`config.mk`:
```
export PLATFORM = sky130hd
export DESIGN_NAME = conversor_bin_bcd_seq
export DESIGN_NICKNAME = d
export VERILOG_FILES = /design/src/rtl/conv_bcd_pkg.sv /design/src/rtl/ajuste_dabble_digito.sv /design/src/rtl/conversor_bin_bcd_seq.sv
export SDC_FILE = /design/constraint.sdc
export NUM_CORES = 1
export LEC_CHECK = 0
export ABC_CLOCK_PERIOD_IN_PS = 1390
export CORE_ASPECT_RATIO = 1.25
export CORE_MARGIN = 1.5
export CORE_UTILIZATION = 33
export DETAILED_ROUTE_END_ITERATION = 16
export DONT_BUFFER_PORTS = 1
export GPL_TIMING_DRIVEN = 0
export SYNTH_ARGS = -nofsm -noshare
export SYNTH_HDL_FRONTEND = slang
export SYNTH_HIERARCHICAL = 1
export SYNTH_SLANG_ARGS = --single-unit
```
`constraint.sdc`:
```
create_clock -name clk -period 1.39 [get_ports clk]
set_input_delay 0.139 -clock clk [delete_from_list [all_inputs] [get_ports clk]]
set_output_delay 0.139 -clock clk [all_outputs]
set_load 0.1 [all_outputs]
```
`src/rtl/conv_bcd_pkg.sv`:
```
// Shared types and constants for the sequential double-dabble binary-to-BCD converter.
package conv_bcd_pkg;

    typedef enum logic [1:0] {
        IDLE  = 2'd0,
        SHIFT = 2'd1,
        DONE  = 2'd2
    } estado_t;

    localparam logic [3:0] ADD3   = 4'd3;
    localparam logic [3:0] LIMIAR = 4'd5;

    localparam int BIN_W_DEF  = 8;
    localparam int DIGITS_DEF = 3;

    // Counter must hold the value BIN_W itself.
    function automatic int cnt_width(input int bin_w);
        return $clog2(bin_w + 1);
    endfunction

endpackage

```
`src/rtl/ajuste_dabble_digito.sv`:
```
// Per-digit double-dabble correction: a digit of 5..15 gets +3 (4-bit wrap) before the shift.
module ajuste_dabble_digito
    import conv_bcd_pkg::*;
(
    input  logic [3:0] digito_i,
    output logic [3:0] digito_o
);

    // +3 makes the following left shift carry into the next decimal digit
    always_comb begin
        if (digito_i >= LIMIAR) begin
            digito_o = digito_i + ADD3;
        end else begin
            digito_o = digito_i;
        end
    end

endmodule

```
`src/rtl/conversor_bin_bcd_seq.sv`:
```
// Iterative binary-to-BCD converter, one bit per clock, start/busy/done handshake.
// Optional overflow flag (estouro) is enabled by defining CONV_BCD_OVF_EN.
module conversor_bin_bcd_seq
    import conv_bcd_pkg::*;
#(
    parameter int BIN_W  = BIN_W_DEF,
    parameter int DIGITS = DIGITS_DEF
) (
    input  logic                  clk,
    input  logic                  rst_n,
    input  logic                  inicio,
    input  logic [BIN_W-1:0]      entrada,
    output logic                  ocupado,
    output logic                  pronto,
`ifdef CONV_BCD_OVF_EN
    output logic                  estouro,
`endif
    output logic [4*DIGITS-1:0]   bcd
);

    localparam int W  = 4 * DIGITS + BIN_W;
    localparam int CW = cnt_width(BIN_W);

    estado_t               estado_q;
    logic [W-1:0]          sr_q;
    logic [W-1:0]          ajustado_s;
    logic [W-1:0]          sr_d;
    logic [CW-1:0]         cnt_q;
    logic [CW-1:0]         cnt_d;
    logic                  ocupado_q;
    logic                  pronto_q;
    logic [4*DIGITS-1:0]   bcd_q;

    assign ajustado_s[BIN_W-1:0] = sr_q[BIN_W-1:0];

    for (genvar k = 0; k < DIGITS; k++) begin : g_digito
        ajuste_dabble_digito u_ajuste (
            .digito_i (sr_q[BIN_W + 4*k +: 4]),
            .digito_o (ajustado_s[BIN_W + 4*k +: 4])
        );
    end

    // The top bit falls off here; it is only observed by the overflow flag.
    assign sr_d  = ajustado_s << 1;
    assign cnt_d = cnt_q - CW'(1);

    // Control FSM with the shift register, counter and registered outputs
    always_ff @(posedge clk or negedge rst_n) begin
        if (!rst_n) begin
            estado_q  <= IDLE;
            sr_q      <= '0;
            cnt_q     <= '0;
            ocupado_q <= 1'b0;
            pronto_q  <= 1'b0;
            bcd_q     <= '0;
        end else begin
            case (estado_q)
                IDLE: begin
                    if (inicio) begin
                        sr_q      <= {{(4*DIGITS){1'b0}}, entrada};
                        cnt_q     <= CW'(BIN_W);
                        ocupado_q <= 1'b1;
                        estado_q  <= SHIFT;
                    end
                end
                SHIFT: begin
                    sr_q  <= sr_d;
                    cnt_q <= cnt_d;
                    if (cnt_q == CW'(1)) begin
                        bcd_q     <= sr_d[W-1 -: 4*DIGITS];
                        pronto_q  <= 1'b1;
                        ocupado_q <= 1'b0;
                        estado_q  <= DONE;
                    end
                end
                DONE: begin
                    pronto_q <= 1'b0;
                    estado_q <= IDLE;
                end
                default: begin
                    ocupado_q <= 1'b0;
                    pronto_q  <= 1'b0;
                    estado_q  <= IDLE;
                end
            endcase
        end
    end

    assign ocupado = ocupado_q;
    assign pronto  = pronto_q;
    assign bcd     = bcd_q;

`ifdef CONV_BCD_OVF_EN
    logic estouro_q;

    // Sticky flag for any 1 bit leaving the top digit during a conversion
    always_ff @(posedge clk or negedge rst_n) begin
        if (!rst_n) begin
            estouro_q <= 1'b0;
        end else if ((estado_q == IDLE) && inicio) begin
            estouro_q <= 1'b0;
        end else if ((estado_q == SHIFT) && ajustado_s[W-1]) begin
            estouro_q <= 1'b1;
        end
    end

    assign estouro = estouro_q;
`endif

endmodule

```
==> out/metrics.cfg <==
[finish]
n_antenna_cell = 0
area_delta_synth_final_pct = 25.0
fillers = 559
drive_gt1_share_pct = 39.7
post-route-cell-area_mm2 = 0.00241
nets = 207
post-route-util_pct = 42.1

[place]
gp_congestion = 0.684
io_buffers = 0
dpl_cell_area_mm2 = 0.00202
dp_hpwl_um = 2430

[sta]
fin_crit_sh_pct = 106
clock.fmax_mhz = 679
worst_slack_ns = -0.0831
maxSlewHeadroom_pct = 39.6
hold_violations = 0
finClkSkew_ns = 0.00719
tightest_slew_ns = 0.905
rsz0062_at_grt = yes
finalCriticalPeriod_ns = 1.47
slew_violations = 0
setup-violations-final = 15
fin_hold_ws_ns = 0.0558

[global_route]
grt_use_total_pct = 13.7
antenna_found_initial = 0
overflow = 0
grt_pass1_vias = 1351
grt_pass1_wl_um = 6640
grt_max_degree = 41

[floorplan]
rows = 31
coreArea_mm2 = 0.00574
initial_core_util_pct = 33.7
die_x_um = 71.4
die_y_um = 88.5
io_pins = 25
die_area_mm2 = 0.00633

[setup_path]
required_ns = 1.57
worstPathArrival_ns = 1.65
crit_fanout = 10
crit_slowest_cell = dfrtp_1
crit_type = reg -> reg
path_cells = inv_2, ha_4, nor3b_4, nand2_4, buf_8, mux2_4
r2r_slack_ns = -0.08
cp-end-kind = flop
slowest_delay_ns = 0.41
cp-start-kind = flop
crit_family = flip-flops
critPathBufInv = 2

[synthesis]
synth_area_mm2 = 0.00193
avgSynthCellArea_um2 = 11.6
synth_fp_nets = 186
synth_cells = 167
synth_warnings = 6

[clock_tree]
clk_pin_slew_ns = 0.08
cts_tree = done
h-tree-depth = 2
root_buffer = clkbuf_8
cts.path.max_buffers = 2
clock_sinks = 40
clk_latency_ns = 0.29
cts_inserted_buffers = 5

[outcome]
failed_checks = negative setup slack
status = finished, violations left

[routing]
dr.first_iter.drc_count = 43
drt-total-wl_um = 3810
via_per_inst = 4.92
wire_per_inst_um = 14.9
drtPass1Iterations = 8
vias = 1255
drt.antenna.violating_nets = 0
route.detailed.drc = 0

[job]
drv_cap = 0

[hold_path]
hp-class = in -> reg

## routing by layer
| metal | part of all wire, % | GRT usage, % |
|---|---|---|
| met5 | 0 | 0 |
| met3 | 5.7 | 4.78 |
| met2 | 49 | 22.5 |
| met4 | 0.74 | 4.20 |
| met1 | 45 | 17.0 |
## metrics by stage
step                setup slack [ns]  std cells  setup TNS [ns]
floorplan                    -0.0641        167          -0.513
global placement              -0.173        233           -1.83
detailed placement            -0.214        233           -2.28
CTS                          -0.0960        252           -1.02
global route                  -0.135        255           -1.81
finish                       -0.0831        255          -0.823
## cells in the final DEF (no fill, tap or decap), types with 4 or more instances in the layout
cell type and n:
o21ai_0 13, inv_2 5, buf_4 12, mux2i_1 8, dfrtp_1 28, dfrtp_2 12
mux2_4 9, inv_1 8, nand2_1 22, clkbuf_8 7, ha_4 4, a22o_1 12
## state kept, by name (all words and copies together) (netlist names)
signal	cells
ocupado	1
bcd	12
sr_q	20
cnt_q	4
estado_q	2
pronto	1
## final timing paths
kind	endpoint	from	cells past startpoint
worst max-delay path	bcd[0]$_DFFE_PN0P_	cnt_q[1]$_DFFE_PN0P_	6
worst min-delay path	sr_q[4]$_DFFE_PN0P_	entrada[4]	2
worst max register to register	bcd[0]$_DFFE_PN0P_	cnt_q[1]$_DFFE_PN0P_	6
worst min register to register	sr_q[4]$_DFFE_PN0P_	sr_q[4]$_DFFE_PN0P_	2
max in group asynchronous	ocupado$_DFFE_PN0P_	rst_n	2
min in group asynchronous	bcd[10]$_DFFE_PN0P_	rst_n	2
## cell type report
class	count	area, um2	share of cell area, %
Inverter	13	48.8	2.02
Clock buffer	7	96.3	3.99
Buffer	7	57.6	2.38
Multi-Input combinational cell	107	957	39.6
Sequential cell	40	1020	42.1
Clock inverter	1	30.0	1.24
Timing Repair Buffer	14	126	5.23
Tap cell	66	82.6	3.42
## repair_timing
item	4_1_cts	5_1_grt
endpoints found under the hold margin	40	1
buffers inserted	9	2
setup endpoints to repair	27	35
hold buffers	2	1
resized for setup	19	25
gates cloned	0	0
pin swaps	7	1
Power is not shown: default switching activity piles up to over one toggle a cycle in this logic, so the estimate is an artifact.
